===== config.mk =====
export PLATFORM = sky130hd
export DESIGN_NAME = data_mem_2r1w
export DESIGN_NICKNAME = d
export VERILOG_FILES = /design/src/rtl/data_mem_2r1w.sv
export SDC_FILE = /design/constraint.sdc
export NUM_CORES = 1
export LEC_CHECK = 0
export CAP_MARGIN = 20
export CORE_UTILIZATION = 40
export DETAILED_ROUTE_END_ITERATION = 10
export PLACE_DENSITY = 0.59
export SYNTH_ARGS = -nofsm -noshare
export SYNTH_HDL_FRONTEND = slang
export SYNTH_SLANG_ARGS = --single-unit

===== constraint.sdc =====
create_clock -name clk -period 3.7 [get_ports clk]
set_clock_uncertainty 0.15 [all_clocks]
set_input_delay 0.555 -clock clk [delete_from_list [all_inputs] [get_ports clk]]
set_output_delay 0.555 -clock clk [all_outputs]
set_load 0.05 [all_outputs]

===== src/rtl/data_mem_2r1w.sv =====
// Two-read, one-write data memory with registered reads, optional write forwarding
// and a sequencer that zeroes every word after reset or on a clr request.
module data_mem_2r1w #(
    parameter int DATA_W = 8,
    parameter int ADDR_W = 6,
    parameter bit BYPASS = 1'b1
) (
    input  logic              clk,
    input  logic              rst,
    input  logic              en,
    input  logic              clr,
    input  logic              wr_en,
    input  logic [ADDR_W-1:0] wr_addr,
    input  logic [DATA_W-1:0] wr_data,
    input  logic              rd_en,
    input  logic [ADDR_W-1:0] rd_addr1,
    input  logic [ADDR_W-1:0] rd_addr2,
    output logic [DATA_W-1:0] rd_data1,
    output logic [DATA_W-1:0] rd_data2,
    output logic              rd_valid,
    output logic              busy
);
    localparam int DEPTH = 2**ADDR_W;

    typedef enum logic {CLEAR, RUN} state_t;

    state_t            state, state_next;
    logic [ADDR_W-1:0] cnt, cnt_next;
    logic              mem_we;
    logic [ADDR_W-1:0] mem_waddr;
    logic [DATA_W-1:0] mem_wdata;
    logic              rd_fire, wr_fire;
    logic              fwd1, fwd2;
    logic [DATA_W-1:0] mem [DEPTH];

    always_ff @(posedge clk or posedge rst) begin
        if (rst) begin
            state <= CLEAR;
            cnt   <= '0;
        end else begin
            state <= state_next;
            cnt   <= cnt_next;
        end
    end

    // The clear sequencer shares the single write port, so the array stays RAM-inferable.
    always_comb begin
        state_next = state;
        cnt_next   = cnt;
        mem_we     = 1'b0;
        mem_waddr  = wr_addr;
        mem_wdata  = wr_data;
        rd_fire    = 1'b0;
        wr_fire    = 1'b0;
        case (state)
            CLEAR: begin
                mem_we    = 1'b1;
                mem_waddr = cnt;
                mem_wdata = '0;
                cnt_next  = cnt + ADDR_W'(1);
                if (cnt == '1)
                    state_next = RUN;
            end
            RUN: begin
                if (clr) begin
                    state_next = CLEAR;
                end else if (en) begin
                    wr_fire = wr_en;
                    rd_fire = rd_en;
                    mem_we  = wr_en;
                end
            end
            default: state_next = CLEAR;
        endcase
    end

    assign fwd1 = BYPASS && wr_fire && (rd_addr1 == wr_addr);
    assign fwd2 = BYPASS && wr_fire && (rd_addr2 == wr_addr);

    always_ff @(posedge clk) begin
        if (mem_we)
            mem[mem_waddr] <= mem_wdata;
    end

    always_ff @(posedge clk or posedge rst) begin
        if (rst) begin
            rd_data1 <= '0;
            rd_data2 <= '0;
            rd_valid <= 1'b0;
        end else begin
            rd_valid <= rd_fire;
            if (rd_fire) begin
                rd_data1 <= fwd1 ? wr_data : mem[rd_addr1];
                rd_data2 <= fwd2 ? wr_data : mem[rd_addr2];
            end
        end
    end

    assign busy = (state == CLEAR);
endmodule


==> flow_summary_export.csv, run 1 <==
group,metric,value,unit
status,run_status,"complete, no violations",
synthesis,synthTopCellsByCount,"512 x edfxtp_1, 270 x mux4_2, 91 x nor2_1",
finish,diodes,0,
floorplan,coreArea,62200,um^2
synthesis,ys_seq_area_share,63.1,%
power_and_ir_drop,power_per_cell_area,552,nW/um^2
job,cap_violations,0,
placed_design,place.detailed.hpwl,51.4,mm
timing,fmax,312,MHz
routing,first_pass_iters,5,
synthesis,synth.area.top_cells,"edfxtp_1 61%, mux4_2 24%, dfrtp_1 2.4%",
routing,wl,75.6,mm
placed_design,place_congestion,0.942,
timing,slew_headroom,26.7,%
finish,layout-area-overhead-vs-synth,15.1,%
clocking,root_buffer,"clkbuf_16",
floorplan,io_pins,50,
finish,drive_gt1_share,33.0,%
synthesis,ys_async_sr_fraction,4.48,%
clocking,cts_tree,"yes",
finish,n_fill_cell,5195,
worst_setup_path,worstSetupStartpointType,"flip-flop",
power_and_ir_drop,p_sw,0.00444,W
synthesis,yosys.cell_count.top_type,"edfxtp_1",
clocking,htree_num_levels,2,
global_route,grt_pass1_wl,109,mm
floorplan,die_area,64300,um^2
timing,fin_crit,3.20,ns
synthesis,ys_ff_latch,536,
floorplan,chipHeight,254,um
synthesis,synthAdderAreaFrac,0.0494,%
synthesis,synth_top_family_by_area,"multiplexers",
placed_design,io_buffer_count,49,
floorplan,row_count,91,
synthesis,synth_ff_type,"edfxtp_1",
synthesis,synth_top_area_share,60.7,%
clocking,clock_path_buffers,3,
worst_setup_path,cp.arrival,3.29,ns
worst_hold_path,worstHoldPathType,"input pin to asynchronous set/reset pin",
timing,tightestPinTransition,1.10,ns
timing,fin_setup_tns,0,ns
clocking,clk_pin_slew_worst_paths,0.06,ns
timing,finalSetupViolCount,0,
power_and_ir_drop,pwr-share-comb,17.8,%
synthesis,muxShareOfSynthArea,26.3,%
power_and_ir_drop,pwr-share-clk,35.8,%
routing,vias_per_cell,6.33,
power_and_ir_drop,pwr-share-seq,46.4,%
synthesis,synth.distinct_cells,51,
clocking,numCtsBuffers,56,
routing,detail_route.wl_per_cell,32.3,um
global_route,grt_max_degree,43,
routing,drtIter0Drc,1756,
synthesis,synth_edf_count,512,
floorplan,chipWidth,254,um
finish,design_area,29100,um^2
synthesis,yosysWarnings,0,
worst_setup_path,critPathRequiredTime,3.79,ns
synthesis,synth_compound_area_share,3.00,%
worst_setup_path,critical_path_class,"flip-flop to flip-flop",
routing,remaining_drc_errors,0,
clocking,clock_latency,0.62,ns
global_route,grt_pass1_vias,14800,
floorplan,start_util,40.7,%
clocking,cts_setup_buffers,0,
global_route,grt_overflow,0,
global_route,grt_use_total,24.1,%
finish,final_nets,1490,
timing,rsz0062_at_grt,"false",
clocking,cts_hold_buf,0,
synthesis,synthXorXnorAreaFrac,0.588,%
synthesis,synth_nets,1376,
synthesis,avgSynthCellArea,18.9,um^2
synthesis,synthSimpleGateAreaFrac,4.76,%
routing,vias,14800,
timing,fin_crit_sh,86.6,%
synthesis,synthCells,1343,
synthesis,synth_largest_area_cell,"edfxtp_1",
synthesis,syn_area,25300,um^2
routing,drtAntennaViolNets,0,
timing,final_max_slew_viol_count,0,
worst_setup_path,crit_path_end_kind,"flip-flop",
power_and_ir_drop,p_int,0.0117,W
timing,hold_violations,0,
power_and_ir_drop,peakVddDrop,0.318,mV
placed_design,placed_area,27300,um^2
power_and_ir_drop,sw_frac_of_total,27.6,%
worst_setup_path,crit_path_max_fanout,18,
clocking,cts.repair.resized,0,
power_and_ir_drop,power.leakage,9.42,nW
clocking,cts_num_sinks,536,
global_route,antenna_found_initial,0,
## cell usage in the layout (no fill, tap or decap), types with 4 or more instances in the layout
master           netlist  layout
a21oi_1               11      11
a22oi_1               16      16
a31oi_1               12      12
and2_2                 1       9
buf_12                 0      15
buf_2                 26       4
buf_4                 17      86
bufinv_16              0       7
clkbuf_1              36      11
clkbuf_16              0      57
clkbuf_8               0       4
clkdlybuf4s50_1        0      41
clkinv_1               0      10
clkinv_2               0       8
dfrtp_1               24      24
edfxtp_1             512     512
inv_1                  4       4
mux2_2                13      13
mux2i_1               35      35
mux4_2               270     270
nand2_1               54      54
nand2b_1               9       9
nand3_1               34      34
nand3b_1              14      14
nand4_1                5       5
nor2_1                91      90
nor2b_1                8       8
nor3_1                10      10
nor4_1                 8       8
o21ai_1               13      13
o22ai_1               34      34
or3_1                  4       4
xnor2_1               16      16
## layout make-up
cell class | count | area (um^2) | share of cell area (%)
flip-flops and latches | 536 | 16000 | 54.8
multi-input cells | 708 | 8800 | 30.2
repair buffers | 151 | 1450 | 4.98
clock inverters | 32 | 345 | 1.18
inverters | 4 | 15.0 | 0.0515
well taps | 837 | 1050 | 3.59
clock buffers | 71 | 1510 | 5.18
## cells by family (layout without fill, tap and decap cells)
logic type / count (synthesis) / after routing
multiplexers: 323 / 323
flip-flops: 536 / 536
XOR/XNOR: 17 / 17
adder cells (fa/ha/maj): 1 / 1
buffers and inverters: 99 / 258
AO/OA/AOI/OAI: 113 / 113
AND/OR/NAND/NOR: 254 / 254
## final timing paths
kind                                    startpoint                       to  slack, ns  cells after the start
worst max-delay path               state$_DFF_PP0_      mem[1][5]$_DFFE_PP_       0.50                      4
worst min-delay path                           rst       cnt[1]$_DFFE_PP0N_       0.05                      2
worst max register to register     state$_DFF_PP0_      mem[1][5]$_DFFE_PP_       0.50                      4
worst min register to register  cnt[5]$_DFFE_PP0N_       cnt[5]$_DFFE_PP0N_       0.38                      1
max in group asynchronous                      rst  rd_data2[0]$_DFFE_PP0P_       2.93                      3
min in group clk                cnt[5]$_DFFE_PP0N_       cnt[5]$_DFFE_PP0N_       0.38                      1
## sequential cells by signal, indices dropped and copies added (netlist names)
| register | cells |
|---|---|
| mem | 512 |
| rd_data1 | 8 |
| rd_data2 | 8 |
| cnt | 6 |
| rd_valid | 1 |
| state | 1 |
## stage by stage
| stage | power (W) | worst slack, ns | hold slack (ns) | util (%) | cells |
|---|---|---|---|---|---|
| after floorplan | 0.00921 | 0.974 | 0.308 | - | 1343 |
| after global placement | 0.0104 | 0.321 | 0.336 | 43.9 | 2235 |
| after detailed placement | 0.0104 | 0.346 | 0.330 | 43.9 | 2235 |
| after CTS | 0.0161 | 0.499 | 0.334 | 46.8 | 2338 |
| after global routing | 0.0165 | 0.305 | 0.0761 | 46.9 | 2339 |
| final | 0.0161 | 0.495 | 0.0482 | 46.9 | 2339 |
## worst max-delay path: stages (launching register included)
cell and delay, ns:
dfrtp_1 0.78, mux2i_2 0.60, buf_4 0.22, nand3_1 0.26
nor2_1 0.82
## power by group through the flow
stage	Combinational (W)	Sequential (W)	Clock, W
floorplan	0.00165	0.00756	0
global placement	0.00280	0.00757	0
detailed placement	0.00281	0.00759	0
CTS	0.00282	0.00747	0.00582
global route	0.00299	0.00752	0.00603
finish	0.00287	0.00747	0.00576
## routing by layer
metal | GRT usage, % | share of wire (%) | vias to the layer above
met3 | 5.69 | 9.7 | 151
met5 | 0 | 0 | -
met1 | 35.0 | 42 | 7906
li1 | - | - | 5925
met2 | 35.5 | 45 | 832
met4 | 8.40 | 3.8 | 0
No activity file was read; power rests on OpenSTA's default activity.
==> inputs of run 2 (changes only) <==
--- a/config.mk
+++ b/config.mk
@@ -9,6 +9,7 @@
 export CORE_UTILIZATION = 40
 export DETAILED_ROUTE_END_ITERATION = 10
 export PLACE_DENSITY = 0.59
+export SLEW_MARGIN = 20
 export SYNTH_ARGS = -nofsm -noshare
 export SYNTH_HDL_FRONTEND = slang
 export SYNTH_SLANG_ARGS = --single-unit
==> run 2 against run 1 <==
Total power barely moved; non-clock buffer count did not move; sequential share of layout area did not move; critical path depth did not move; hold slack got worse by 0.032 ns; die area did not move; highest routed layer unchanged; critical path type unchanged.
==> flow_summary_export.csv, run 2 (synthesized netlist as in run 1, its figures left out) <==
group,metric,value,unit
status,run_status,"complete, no violations",
floorplan,io_pins,50,
job,cap_violations,0,
floorplan,die_area,64300,um^2
timing,whs,0.0161,ns
timing,fin_setup_tns,0,ns
worst_setup_path,cp.arrival,3.30,ns
placed_design,io_buffer_count,49,
worst_setup_path,r2r-start,"state$_DFF_PP0_",
power_and_ir_drop,peakVddDrop,0.317,mV
worst_setup_path,critPathMaxStageDelay,0.81,ns
routing,wl,75.4,mm
clocking,clock_latency,0.62,ns
worst_setup_path,crit_chain,"mux2i_2 > buf_4 > nand3_1 > nor2_1",
global_route,grt_use_met3,5.69,%
global_route,use_met1,35.0,%
finish,drive_gt1_share,33.0,%
clocking,cts_hold_buf,0,
timing,finalSetupViolCount,0,
timing,fin_crit_sh,86.8,%
power_and_ir_drop,power_per_cell_area,552,nW/um^2
global_route,grt_pass1_vias,14800,
worst_setup_path,critical_path_class,"flip-flop to flip-flop",
floorplan,start_util,40.7,%
finish,largest_reg_flops,512,
routing,drtAntennaViolNets,0,
global_route,busiest_layer,"met2",
routing,detail_route.wl_per_cell,32.2,um
finish,largest-register,"mem",
clocking,cts_num_sinks,536,
worst_hold_path,worstHoldPathType,"input pin to asynchronous set/reset pin",
global_route,grtUsageMet2,35.5,%
floorplan,chipHeight,254,um
routing,vias,14800,
finish,diodes,0,
worst_setup_path,worstSetupStartpointType,"flip-flop",
timing,fmax,311,MHz
timing,rsz0062_at_grt,"false",
global_route,antenna_found_initial,0,
placed_design,place.detailed.hpwl,51.4,mm
global_route,grt_overflow,0,
timing,slew_headroom,28.5,%
global_route,grt_pass1_wl,109,mm
clocking,clk_pin_slew_worst_paths,0.06,ns
global_route,grt_max_degree,43,
routing,vias_per_cell,6.32,
worst_setup_path,crit_path_end_kind,"flip-flop",
clocking,numCtsBuffers,56,
clocking,cts.repair.resized,0,
floorplan,row_count,91,
clocking,htree_num_levels,2,
clocking,cts_setup_buffers,0,
finish,layout-area-overhead-vs-synth,15.1,%
finish,biggestRegsByFlops,"mem (512), rd_data1 (8), rd_data2 (8)",
global_route,grt_use_total,24.1,%
floorplan,chipWidth,254,um
routing,remaining_drc_errors,0,
timing,final_max_slew_viol_count,0,
clocking,root_buffer,"clkbuf_16",
timing,fin_crit,3.21,ns
placed_design,place_congestion,0.942,
finish,most-common-layout-cells,"512 x edfxtp_1, 270 x mux4_2, 90 x nor2_1",
worst_setup_path,crit_start,"state$_DFF_PP0_",
worst_setup_path,crit_path_max_fanout,18,
routing,drtIter0Drc,1690,
power_and_ir_drop,power.leakage,9.42,nW
timing,hold_violations,0,
worst_setup_path,crit_slowest_cell,"nor2_1",
clocking,cts_tree,"yes",
floorplan,coreArea,62200,um^2
timing,tightestPinTransition,1.07,ns
clocking,clock_path_buffers,3,
finish,layout_commonest_cell,"edfxtp_1",
finish,final_nets,1490,
routing,first_pass_iters,5,
worst_setup_path,critPathRequiredTime,3.79,ns
run 2: final cells by class:
class	count	area (um^2)
multi-input cells	708	8800
flip-flops and latches	536	16000
fillers	5195	33000
inverters	4	15.0
clock inverters	32	345
well taps	837	1050
repair buffers	151	1450
clock buffers	71	1510
run 2: where the power goes:
part	switching, W	internal (W)	leakage [nW]	total [W]
Combinational	0.00179	0.00107	3.46	0.00285
Clock	0.00239	0.00336	0.900	0.00576
Sequential	0.000242	0.00723	5.06	0.00747
Total	0.00442	0.0117	9.42	0.0161
run 2: final timing paths:
path,to,slack [ns],cells past startpoint
min reg2reg,cnt[2]$_DFFE_PP0N_,0.35,1
min,cnt[1]$_DFFE_PP0N_,0.02,2
max,mem[1][5]$_DFFE_PP_,0.49,4
max in group asynchronous,rd_data2[5]$_DFFE_PP0P_,3.00,3
max reg2reg,mem[1][5]$_DFFE_PP_,0.49,4
min in group clk,cnt[2]$_DFFE_PP0N_,0.35,1
run 2: layer usage:
metal	wire (um)	vias up
met2	33800	804
met1	31400	7902
met3	7380	145
met4	2740	0
li1	-	5928
met5	0	-
run 2: stage by stage:
step | power (W) | utilization [%] | area [um^2] | worst slack, ns | instances
6_report | 0.0161 | 46.9 | 29100 | 0.488 | 2339
5_1_grt | 0.0165 | 46.9 | 29100 | 0.304 | 2339
4_1_cts | 0.0161 | 46.8 | 29100 | 0.499 | 2338
3_5_place_dp | 0.0104 | 43.9 | 27300 | 0.346 | 2235
3_3_place_gp | 0.0104 | 43.9 | 27300 | 0.321 | 2235
2_1_floorplan | 0.00921 | - | 25300 | 0.974 | 1343
run 2: critical path: cells and delay by family, from the launching register on:
| kind | cells | cell delay [ns] |
|---|---|---|
| buf+inv | 1 | 0.21 |
| flops | 1 | 0.77 |
| simple gates | 2 | 1.09 |
| mux | 1 | 0.59 |
